File: src/rtl/pipe_sub32.sv
// Four-stage pipelined 32-bit subtractor: d = a - b - bi, one 8-bit CLA slice per stage.
// Upper operand bytes ride down the pipe beside the carry; finished low bytes accumulate behind it.
module pipe_sub32 (
  input  logic        clk,
  input  logic        reset_n,
  input  logic        i_valid,
  input  logic        i_hold,
  input  logic [31:0] i_a,
  input  logic [31:0] i_b,
  input  logic        i_bi,
  output logic        o_valid,
  output logic [31:0] o_d,
  output logic        o_bo,
  output logic        o_zero,
  output logic        o_ovf
);

  // 8-bit carry-lookahead slice of x + y + cin; returns {cout, sum}
  function automatic logic [8:0] cla8(input logic [7:0] x, input logic [7:0] y, input logic cin);
    logic [7:0] g;
    logic [7:0] p;
    logic [8:0] c;
    logic       term;
    g    = x & y;
    p    = x ^ y;
    c    = '0;
    c[0] = cin;
    for (int i = 0; i < 8; i++) begin
      term = cin;
      for (int k = 0; k <= i; k++) term = term & p[k];
      c[i+1] = term;
      for (int j = 0; j <= i; j++) begin
        term = g[j];
        for (int k = j + 1; k <= i; k++) term = term & p[k];
        c[i+1] = c[i+1] | term;
      end
    end
    return {c[8], p ^ c[7:0]};
  endfunction

  logic        r1_v, r2_v, r3_v, r4_v;
  logic        r1_c, r2_c, r3_c, r4_c;
  logic [7:0]  r1_d;
  logic [15:0] r2_d;
  logic [23:0] r3_d;
  logic [31:0] r4_d;
  logic [31:8] r1_a, r1_nb;
  logic [31:16] r2_a, r2_nb;
  logic [31:24] r3_a, r3_nb;
  logic        r4_ovf;
  logic        r_o_valid, r_o_bo, r_o_zero, r_o_ovf;
  logic [31:0] r_o_d;

  logic [8:0]  w_s0, w_s1, w_s2, w_s3;
  logic        w_ovf;

  assign w_s0  = cla8(i_a[7:0], ~i_b[7:0], ~i_bi);
  assign w_s1  = cla8(r1_a[15:8], r1_nb[15:8], r1_c);
  assign w_s2  = cla8(r2_a[23:16], r2_nb[23:16], r2_c);
  assign w_s3  = cla8(r3_a[31:24], r3_nb[31:24], r3_c);
  // b[31] is recovered from the inverted copy carried alongside a
  assign w_ovf = (r3_a[31] != ~r3_nb[31]) & (w_s3[7] != r3_a[31]);

  always_ff @(posedge clk or negedge reset_n) begin
    if (!reset_n) begin
      r1_v <= 1'b0; r1_c <= 1'b0; r1_d <= '0; r1_a <= '0; r1_nb <= '0;
      r2_v <= 1'b0; r2_c <= 1'b0; r2_d <= '0; r2_a <= '0; r2_nb <= '0;
      r3_v <= 1'b0; r3_c <= 1'b0; r3_d <= '0; r3_a <= '0; r3_nb <= '0;
      r4_v <= 1'b0; r4_c <= 1'b0; r4_d <= '0; r4_ovf <= 1'b0;
      r_o_valid <= 1'b0; r_o_d <= '0; r_o_bo <= 1'b0; r_o_zero <= 1'b0; r_o_ovf <= 1'b0;
    end else if (!i_hold) begin
      r1_v  <= i_valid;
      r1_c  <= w_s0[8];
      r1_d  <= w_s0[7:0];
      r1_a  <= i_a[31:8];
      r1_nb <= ~i_b[31:8];

      r2_v  <= r1_v;
      r2_c  <= w_s1[8];
      r2_d  <= {w_s1[7:0], r1_d};
      r2_a  <= r1_a[31:16];
      r2_nb <= r1_nb[31:16];

      r3_v  <= r2_v;
      r3_c  <= w_s2[8];
      r3_d  <= {w_s2[7:0], r2_d};
      r3_a  <= r2_a[31:24];
      r3_nb <= r2_nb[31:24];

      r4_v   <= r3_v;
      r4_c   <= w_s3[8];
      r4_d   <= {w_s3[7:0], r3_d};
      r4_ovf <= w_ovf;

      r_o_valid <= r4_v;
      r_o_d     <= r4_d;
      r_o_bo    <= ~r4_c;
      r_o_zero  <= (r4_d == 32'd0);
      r_o_ovf   <= r4_ovf;
    end
  end

  assign o_valid = r_o_valid;
  assign o_d     = r_o_d;
  assign o_bo    = r_o_bo;
  assign o_zero  = r_o_zero;
  assign o_ovf   = r_o_ovf;

endmodule
File: config.mk
export PLATFORM = sky130hd
export DESIGN_NAME = pipe_sub32
export DESIGN_NICKNAME = d
export VERILOG_FILES = /design/src/rtl/pipe_sub32.sv
export SDC_FILE = /design/constraint.sdc
export NUM_CORES = 1
export LEC_CHECK = 0
export CAP_MARGIN = 20
export CORE_MARGIN = 4
export CORE_UTILIZATION = 50
export CTS_CLUSTER_SIZE = 40
export DETAILED_ROUTE_END_ITERATION = 16
export PLACE_DENSITY = 0.74
export SYNTH_ARGS = -nofsm -noshare
export SYNTH_HDL_FRONTEND = slang
export SYNTH_SLANG_ARGS = --single-unit
File: constraint.sdc
create_clock -name clk -period 1.75 [get_ports clk]
set_input_delay 0.35 -clock clk [delete_from_list [all_inputs] [get_ports clk]]
set_output_delay 0.35 -clock clk [all_outputs]
set_load 0.03 [all_outputs]
Word level (Yosys, flattened, before mapping)
Index checks and enable logic that the tools add are counted.
Storage, ports and cells
  flip-flop bits (word level): 221
  output and inout port bits: 36
  logic and storage cells: 333
Cells by class
  eq/ne operators: 2
  bitwise operators: 306
  reduce and logical (&&, ||, !) cells: 1
Operators with widths (count)
  $and 1x1->1: 145
  $or 1x1->1: 144
  $xor 8x8->8: 8
  $and 8x8->8: 4
  $logic_not 32->1: 1
  $not 24->24: 1
  $not 8->8: 1
  $not 1->1: 3
  $ne 1x1->1: 2

Logic depth before layout (Yosys ltp)
Gate-level depths: netlist (run 1).
  depth after elaboration: 18
  mapped depth: 7
  gate-level depth less buffers: 7

Worst setup path before layout (run 1)
Ideal clock, no wire load.
  path type: flip-flop to flip-flop
  start point: register r1_a[8] (netlist name)
  end point: register r2_d[14]
  arrival time: 1765 ps
  data required time: 1627 ps
  setup slack: -138 ps
  cell stages (with the launch flop): 7
  cells stage by stage: dfrtp_1 -> ha_1 -> ha_1 -> o21ai_1 -> a2111oi_4 -> a2111o_1 -> o221a_1
Between the ends
  word-level cells in the longest chain between the ends: 14
RTL lines
  from (decl): RTL line 47  | logic [31:8] r1_a, r1_nb;
  from (signal assigned): RTL line 75  | r1_a <= i_a[31:8];
  $xor 8x8->8: RTL line 25  | p = x ^ y;
  $and 1x1->1 (6 in a row): RTL line 30  | for (int k = 0; k <= i; k++) term = term & p[k];
  $or 1x1->1 * (6 in a row): RTL line 35  | c[i+1] = c[i+1] | term;
  $xor 8x8->8 *: RTL line 38  | return {c[8], p ^ c[7:0]};
  to (signal assigned): RTL line 80  | r2_d <= {w_s1[7:0], r1_d};
  to (decl): RTL line 44  | logic [15:0] r2_d;
Mark *: on every way between the ends. The rest lies on a longest branch, timed or not.
A chain may end at the register's enable or synchronous reset.

Worst setup path after layout (run 1)
  start point: register r3_a[24] (netlist name)
  end point: register r4_d[28]
Between the ends
  word-level cells in the longest chain between the ends: 10
RTL lines
  from (decl): RTL line 49  | logic [31:24] r3_a, r3_nb;
  from (signal assigned): RTL line 87  | r3_a <= r2_a[31:24];
  $xor 8x8->8: RTL line 25
  $and 1x1->1 (4 in a row): RTL line 30
  $or 1x1->1 * (4 in a row): RTL line 35
  $xor 8x8->8 *: RTL line 38
  to (signal assigned): RTL line 92  | r4_d <= {w_s3[7:0], r3_d};
  to (decl): RTL line 46  | logic [31:0] r4_d;
Marked as above.

==> results.md, run 1 <==
* Vias in the first global route at 6621
* Worst hold path class: in -> reg
* Clk Latency, worst-skew pair at 490 ps
* Reg2reg start: r3_a[24]
* DRC Markers at 0
* WP data required at 2130 ps
* DIE WIDTH at 146 um
* Startpoint class of the critical path: flop
* Final setup fails at 11
* Final setup TNS at -731 ps
* Die area at around 21000 sq um
* R2r endpoint: r4_d[28]
* First-pass GRT wire length at 32500 um
* Post-route ant nets at 0
* Peak VDD IR at 0.000803 V
* Status: complete, but fails checks
* Hold path depth at 2
* TritonCTS clock tree: built
* Minimum clock period at 1890 ps
* Largest net degree at the start of global routing at 54
* Fmax at 0.530 GHz
* Cell variety after synth at 48
* Die height at 146 um
* Critical path class: reg -> reg
* Total clock sinks at 221
* IO Count at 105
* EDFF count, synth at 0
* Post-synth top flop: dfrtp_1
* Total track usage at 18.0%
* Commonest non-fill, non-tap cells in the layout: 221 x dfrtp_1, 155 x mux2_2, 63 x clkdlybuf4s50_1, 60 x buf_4, 55 x nand2_1
* H-tree levels at 1
* Post-synth ARST share at 100%
* Worst slew margin at 69.0%
* Final wirelength at 19200 um
* PortBufs at 104
* Crit Path Max Fanout at 3
* Most common cell after layout, fill and taps aside: dfrtp_1
* Core Rows at 50
* CP arrival at 2260 ps
* Post-DP HPWL at 13600 um
* CTS clk-pin slew, worst paths at 60 ps
* Layout cells sized above 1 at approximately a third
* Period utilization at 108%
* Root buffer cell: clkbuf_16
* Crit end category: flop
* Pleak at between 5 and 6 nW
* Nets at between 900 and 1000
* Register area share after synthesis at a little under 60%
* Yosys reg bits at 221
* GP Congestion at 0.786
* Vias per cell at 5.40
* Vias at 6051
* Area delta synth->final at 30.7%
* Cells after synthesis at 699
* Grt total ovfl at 0
* Total CTS buffers at 23
* WHS Endpoint: o_d[12]
* Post-Syn Area at 9530 sq um
* Clock tree buffer depth at 3
* Hold_sp: i_hold
* Worst Skew at 8.45 ps
* Synth Warn # at 0
* Failing checks: setup timing
* DR iter-0 viols at 286
* Reg2Reg Depth at 7
* Syn Nets at 808
* Initial Util at 50.9%
* DR WL/cell at about 17 um
* Max Slew Vio Count at 0
* RSZ-0062 raised after global routing: yes
* Syn Area/Cell at 13.6 sq um
* Final Hold Viols at 0
* MaxCap Viol Count at 0
* Final core occ at about 67%
* Power per cell area at 1330 nW/um^2
* Reg2reg setup slack at -140 ps
* Drt first pass iters at 4
* Core Area at 18700 sq um
* Setup WS post-layout at -137 ps
* Initial antenna violation count at 1
* Slew @ Worst Pin at 461 ps
## worst max-delay path by stage
| stage | from | cells after the start | slack [ps] | to |
|---|---|---|---|---|
| after floorplan | r3_nb[24] | 6 | -80 | r4_d[28] |
| after global placement | i_b[0] | 9 | -710 | r1_d[5] |
| after detailed placement | i_b[0] | 9 | -790 | r1_d[5] |
| after CTS | r1_nb[8] | 8 | -120 | r2_d[15] |
| after global routing | r3_a[24] | 7 | -220 | r4_d[28] |
| final | r3_a[24] | 7 | -140 | r4_d[28] |
## synthesized netlist by cell type (2+ instances only)
cell       count  share of area (%)
dfrtp_1      221                 58
mux2_2       155                 18
nand2_1       56                2.2
ha_1          36                4.7
o21ai_0       34                1.8
buf_2         23                1.2
inv_1         14               0.55
a21oi_1       13               0.68
o21ai_1       12               0.63
xnor2_1       10               0.92
clkbuf_1       8               0.32
nor4_1         8               0.53
o31ai_1        8               0.63
nor2_1         7               0.28
a21o_1         6               0.47
mux2_1         6               0.71
nor3_1         6               0.32
nor3_2         6               0.63
o21a_1         5               0.39
a211oi_1       4               0.32
and2_1         4               0.26
fa_1           4               0.84
nand2b_1       4               0.26
nor2b_1        4               0.26
o211ai_1       4               0.32
a2111o_1       3               0.35
a2111oi_1      3               0.32
a2111oi_4      3               0.87
mux2i_1        3               0.32
nand3_1        3               0.16
nor3b_2        3               0.39
o221a_1        3               0.35
o2bb2ai_1      3               0.28
nand4_1        2               0.13
or3_1          2               0.13
## sequential cells by signal, indices dropped and copies added (netlist names), 8 cells and up
| signal | count |
|---|---|
| o_d | 32 |
| r4_d | 32 |
| r1_a | 24 |
| r1_nb | 24 |
| r3_d | 24 |
| r2_a | 16 |
| r2_d | 16 |
| r2_nb | 16 |
| r1_d | 8 |
| r3_a | 8 |
| r3_nb | 8 |
## report_power, final
group	switching (mW)	leakage (nW)	internal, mW
Clock	1.84	0.361	2.86
Sequential	0.889	2.63	6.40
Combinational	2.28	2.46	2.29
Total	5.00	5.45	11.5
## final cells by class
class | instances | area (sq um)
Clock buffer | 38 | 702
Multi-Input combinational cell | 432 | 4100
Fill cell | 1325 | 6250
Tap cell | 234 | 293
Timing Repair Buffer | 179 | 1730
Sequential cell | 221 | 5530
Inverter | 14 | 57.6
Antenna cell | 1 | 2.50
Clock inverter | 2 | 35.0
## stage by stage
step / cell area (sq um) / hold slack, ps / total power, mW / setup WS, ps / cells
floorplan: 9580 / 54.4 / 9.79 / -78.4 / 699
detailed placement: 11300 / 288 / 11.8 / -787 / 1060
global placement: 11300 / 279 / 11.6 / -712 / 1060
finish: 12500 / 323 / 16.5 / -137 / 1121
global route: 12500 / 328 / 17.4 / -216 / 1121
CTS: 12300 / 309 / 16.6 / -120 / 1116
## routing by layer
| layer | part of all wire (%) | vias up | GRT usage (%) |
|---|---|---|---|
| met5 | 0 | - | 0 |
| met4 | 2.6 | 0 | 5.50 |
| met3 | 4.9 | 42 | 3.17 |
| met2 | 49 | 142 | 30.2 |
| met1 | 44 | 3006 | 24.4 |
| li1 | - | 2861 | - |
## kinds of logic (layout without fill, tap and decap cells)
logic type	count (synthesis)	after routing	synth area share, %
and+or+nand+nor	107	107	5.70
muxes	164	164	19.3
AOI/OAI and AO/OA	110	110	8.23
DFF	221	221	58.0
xor gates and xnor gates	11	11	1.01
adders and majority gates	40	40	5.57
buffers and inverters	46	233	2.11
other	0	1	0
## critical path, stage by stage (launching register included)
cell and delay (ps):
dfrtp_1 380, ha_1 300, ha_2 180, o211ai_1 150, buf_4 180, a21boi_2 70
or3_1 330, a31o_1 190
## timing repair
action | CTS | global route
gates resized for setup | 63 | 20
pin swaps | 20 | 13
buffers inserted | 17 | 6
hold buffers | 1 | 0
setup endpoints to repair | 55 | 20
endpoints found under the hold margin | 42 | 0
Note: power is estimated with default switching activity, not from simulation.
==> inputs of run 2 (changes only) <==
CORE_ASPECT_RATIO = 1.5   (was not set)
==> run 2 against run 1 <==
Net effect:
- the flow still finishes with violations (setup timing)
- via count decreased by 1.1%
- sequential share of layout area is 0.62 points higher
- fmax rose by 1.8%
- cell count up 0.45%
- sequential power down 1%
- clock-buffer cell count decreased by 10
- critical path depth is the same
- design area decreased by 1.4%
==> results.md, run 2 (same netlist as run 1, synthesis figures left out) <==
* Status: complete, but fails checks
* Failing checks: setup timing
* DIE WIDTH at 121 um (-17%)
* Final Hold Viols at 0 (unchanged)
* Max Slew Vio Count at 0 (unchanged)
* Die area at 21400 sq um (+0.22%)
* Pleak at 5.37 nW (-1.5%)
* First-pass GRT wire length at 31500 um (-3.1%)
* Nets at 970 (-1.0%)
* Setup WS post-layout at -104 ps (+33.3 ps)
* Slowest CP cell: dfrtp_1
* DR iter-0 viols at 215 (-25%)
* Worst hold path class: in -> reg
* H-tree levels at 1 (unchanged)
* Die height at 177 um (+21%)
* Final wirelength at 18500 um (-3.6%)
* Final instance area at 12300 sq um (-1.4%)
* TritonCTS clock tree: built
* Delay of the slowest critical-path stage at 380 ps (about the same)
* Period utilization at 106% (-1.9 points)
* Vias at 5984 (-1.1%)
* Worst slew margin at 73.3% (+4.3 points)
* IO Count at 105 (unchanged)
* Final setup TNS at -584 ps (+148 ps)
* Drt first pass iters at 4 (unchanged)
* Post-route ant nets at 0 (unchanged)
* Initial antenna violation count at 0 (-1)
* Grt total ovfl at 0 (unchanged)
* Final Instance Count excl. Fillers at 1126 (+0.45%)
* Slew @ Worst Pin at 400 ps (-61.0 ps)
* Minimum clock period at 1850 ps (-33.3 ps)
* DR WL/cell at 16.4 um (-4.0%)
* Total track usage at 17.8% (-0.26 points)
* Diodes inserted at 0 (-1)
* Worst hold slack at 269 ps (-54.2 ps)
* Total CTS buffers at 20 (-13%)
* Commonest non-fill, non-tap cells in the layout: 221 x dfrtp_1, 155 x mux2_2, 64 x clkdlybuf4s50_1, 55 x nand2_1, 55 x buf_4
* Core Area at 18600 sq um (-0.44%)
* MaxCap Viol Count at 0 (unchanged)
* Fmax at 0.539 GHz (+1.8%)
* Most common cell after layout, fill and taps aside: dfrtp_1
* RSZ-0062 raised after global routing: yes
* Area delta synth->final at 28.9%
* Root buffer cell: clkbuf_16
* Clk Latency, worst-skew pair at 490 ps (about the same)
* PortBufs at 104 (unchanged)
* Power per cell area at 1300 nW/um^2 (-2.1%)
* Peak VDD IR at 0.000975 V (+21%)
* Largest net degree at the start of global routing at 50 (-7.4%)
* Final setup fails at 9 (-2)
* Placed cells at 1079 (+1.8%)
* Vias per cell at 5.31 (-1.5%)
* Crit Path Max Fanout at 3 (unchanged)
* CTS clk-pin slew, worst paths at 60 ps (about the same)
* Critical path class: reg -> reg
* Crit end category: flop
* Clock tree buffer depth at 3 (unchanged)
* DRC Markers at 0 (unchanged)
* CP arrival at 2220 ps (-40 ps)
* WP data required at 2120 ps (about the same)
* Crit path cell chain: ha_1, ha_2, o211ai_1, buf_4, nand2_2, a41o_1, o221a_2
* Core Rows at 61 (+22%)
* Vias in the first global route at 6438 (-2.8%)
* Total clock sinks at 221 (unchanged)
* Post-placement cell area at 11300 sq um (+0.15%)
* GP Congestion at 0.803 (+2.1%)
* Post-DP HPWL at 13300 um (-2.3%)
* Initial Util at 51.2% (+0.23 points)
* Worst Skew at 7.70 ps (-0.759 ps)
* Startpoint class of the critical path: flop
* Layout cells sized above 1 at 34.6% (-0.77 points)
## run 2: worst max-delay path: cells and delay by family, from the launching register on
kind / cells / cell delay, ps
AND/OR/NAND/NOR: 1 / 70
AO/OA/AOI/OAI: 3 / 650
buffers and inverters: 1 / 170
adder cells (fa/ha/maj): 2 / 470
flip-flops: 1 / 380
## run 2: metal layers
metal  vias up  wire length, um  GRT usage [%]
met5         -                0              0
met4         0              362           5.10
met3        32              694           2.56
met2       109             9750           31.7
met1      2991             7690           22.5
li1       2852                -              -
## run 2: final timing paths
kind                             to  depth (start not counted)  slack [ps]  startpoint
setup / recovery           r4_d[30]                          7        -100   r3_nb[24]
hold / removal             r2_d[13]                          3         270      i_hold
setup reg to reg           r4_d[30]                          7        -100   r3_nb[24]
hold reg to reg                o_bo                          1         470        r4_c
max in group asynchronous   r4_d[6]                          3         790     reset_n
min in group asynchronous  r1_a[26]                          2         360     reset_n
## run 2: cell type report
cell class              instances  area [sq um]
clock inverters                 7          60.1
flip-flops and latches        221          5530
clock buffers                  28           602
inverters                      14          57.6
multi-input cells             432          4080
fillers                      1381          6340
well taps                     252           315
repair buffers                172          1640
## run 2: through the flow
step / power [mW] / util (%) / setup WS (ps)
after detailed placement: 11.8 / 60.8 / -770
after global routing: 16.9 / 65.9 / -157
after global placement: 11.5 / 60.8 / -714
final: 16.0 / 65.9 / -104
after floorplan: 9.79 / - / -78.4
after CTS: 16.1 / 65.3 / -141
## run 2: power breakdown
part / internal (mW) / switching, mW
clock: 2.54 / 1.78
sequential: 6.39 / 0.827
combinational: 2.20 / 2.23
## run 2: what timing repair did
item / CTS / global route
pin swaps: 25 / 16
hold buffers: 1 / 0
resized for setup: 59 / 17
buffers inserted: 10 / 2
endpoints found under the setup margin: 56 / 19
hold endpoints to repair: 42 / 0
==> inputs of run 3 (changes only) <==
CTS_CLUSTER_DIAMETER = 150   (was not set)
==> run 3 against run 2 <==
Net effect:
- the run still ends with setup timing left
- clock-buffer cell count decreased by 19
- cell count shrank 2.0%
- design area fell by 2.9%
- global-route usage down 0.47 points
- first-iteration DRC count is 4.2% lower
- die area unchanged
- sequential power hardly changed
- power decreased by 11%
- critical path depth grew 1
- critical path type unchanged
- largest cell class unchanged
==> results.md, run 3 (same netlist as run 1, synthesis figures left out) <==
* RSZ-0062 raised after global routing: yes
* Setup WS post-layout at -138 ps (-33.7 ps)
* Worst hold slack at 269 ps (-0.553 ps)
* DR iter-0 viols at 206 (-4.2%)
* H-tree levels at 1 (unchanged)
* Peak VDD IR at 0.000677 V (-31%)
* Diodes inserted at 0 (unchanged)
* Total clock sinks at 221 (unchanged)
* Largest net degree at the start of global routing at 50 (unchanged)
* Period utilization at 108% (+1.9 points)
* Flop pwr share at 50.8% (+5.6 points)
* MaxCap Viol Count at 0 (unchanged)
* Clock power frac at 17.4% (-9.7 points)
* Comb pwr share at 31.8% (+4.1 points)
* Crit end category: flop
* Drt first pass iters at 5 (+1)
* Layout cells sized above 1 at 33.8% (-0.75 points)
* Crit Path Max Fanout at 5 (+2)
* WP data required at 2090 ps (-30 ps)
* Vias in the first global route at 6276 (-2.5%)
* Startpoint class of the critical path: flop
* Final setup TNS at -1050 ps (-470 ps)
* Post-Place Setup Slack at -770 ps (unchanged)
* Nets at 962 (-0.82%)
* Fmax at 0.530 GHz (-1.8%)
* Clk Latency, worst-skew pair at 470 ps (-20 ps)
* Worst slew margin at 73.2% (-0.12 points)
* Die height at 177 um (unchanged)
* Root buffer cell: clkbuf_16
* Vias at 5897 (-1.5%)
* Grt total ovfl at 0 (unchanged)
* Final wirelength at 18300 um (-1.1%)
* Final setup fails at 14 (+5)
* Internal power at 9.58 mW (-14%)
* Die area at 21400 sq um (unchanged)
* Worst hold path class: in -> reg
* Core Rows at 61 (unchanged)
* Final Hold Viols at 0 (unchanged)
* Commonest non-fill, non-tap cells in the layout: 221 x dfrtp_1, 155 x mux2_2, 63 x clkdlybuf4s50_1, 57 x buf_4, 55 x nand2_1
* PortBufs at 104 (unchanged)
* Core Area at 18600 sq um (unchanged)
* Critical path class: reg -> reg
* DRC Markers at 0 (unchanged)
* Area delta synth->final at 25.1%
* Status: complete, but fails checks
* Worst Skew at 15.8 ps (+8.13 ps)
* Total track usage at 17.3% (-0.47 points)
* Slew @ Worst Pin at 402 ps (+1.83 ps)
* CTS clk-pin slew, worst paths at 140 ps (+80 ps)
* Max Slew Vio Count at 0 (unchanged)
* Initial Util at 51.2% (unchanged)
* Power per cell area at 1190 nW/um^2 (-8.6%)
* Sw Share at 32.4% (+2.1 points)
* Failing checks: setup timing
* Initial antenna violation count at 0 (unchanged)
* DR WL/cell at 16.6 um (+0.83%)
* CP arrival at 2230 ps (about the same)
* Post-DP HPWL at 13300 um (unchanged)
* Vias per cell at 5.34 (+0.51%)
* Pleak at 5.19 nW (-3.4%)
* DIE WIDTH at 121 um (unchanged)
* Clock tree buffer depth at 3 (unchanged)
* Post-route ant nets at 0 (unchanged)
* Minimum clock period at 1890 ps (+33.7 ps)
* Psw at 4.59 mW (-5.1%)
* Most common cell after layout, fill and taps aside: dfrtp_1
* First-pass GRT wire length at 30600 um (-2.6%)
* TritonCTS clock tree: built
* IO Count at 105 (unchanged)
* GP Congestion at 0.803 (unchanged)
* Total CTS buffers at 9 (-55%)
[run 3: metrics by stage]
stage / util, % / power [mW] / std cells / instance area [sq um]
CTS: 63.2 / 14.1 / 1101 / 11800
global placement: 60.8 / 11.5 / 1079 / 11300
finish: 64.0 / 14.2 / 1104 / 11900
global route: 64.0 / 15.0 / 1104 / 11900
detailed placement: 60.8 / 11.8 / 1079 / 11300
floorplan: - / 9.79 / 699 / 9580
[run 3: final timing paths]
kind,startpoint,to,slack (ps),depth (start not counted)
max in group asynchronous,reset_n,r4_d[10],790,3
setup / recovery,r2_nb[16],r3_d[23],-140,8
hold / removal,i_hold,r2_d[13],270,3
min in group asynchronous,reset_n,r1_a[26],350,2
setup reg to reg,r2_nb[16],r3_d[23],-140,8
hold reg to reg,r4_c,o_bo,480,1
[run 3: routing by layer]
layer | up-vias | part of all wire (%) | global-route usage [%] | wire length, um
met4 | 0 | 1.8 | 4.21 | 329
li1 | 2815 | - | - | -
met5 | - | 0 | 0 | 0
met2 | 92 | 53 | 31.6 | 9770
met3 | 25 | 2.6 | 1.54 | 481
met1 | 2965 | 42 | 22.2 | 7710
[run 3: worst max-delay path, cell delays in order (launching register included)]
cell and delay (ps):
dfrtp_1 440, ha_4 290, ha_4 150, o21ai_4 60, a2111oi_4 300, buf_4 200, buf_6 100, nand3_2 50
nor3b_2 160
[run 3: repair_timing]
action	4_1_cts	5_1_grt
pin swaps	25	17
hold buffers	1	0
buffers inserted	11	4
gates resized for setup	63	24
endpoints found under the setup margin	56	19
endpoints found under the hold margin	42	0
[run 3: final cells by class]
type	instances	area (sq um)
fill	1409	6700
sequential	221	5530
multi-input combinational	432	4100
timing repair buffer	175	1670
tap	252	315
clock buffer	9	225
inverter	14	57.6
clock inverter	1	20.0
[run 3: power by group through the flow]
stage	registers [mW]	logic, mW	clock network (mW)
4_1_cts	7.22	4.39	2.54
3_5_place_dp	7.34	4.42	0
6_report	7.20	4.51	2.47
2_1_floorplan	7.71	2.08	0
5_1_grt	7.37	4.89	2.71
3_3_place_gp	7.26	4.26	0
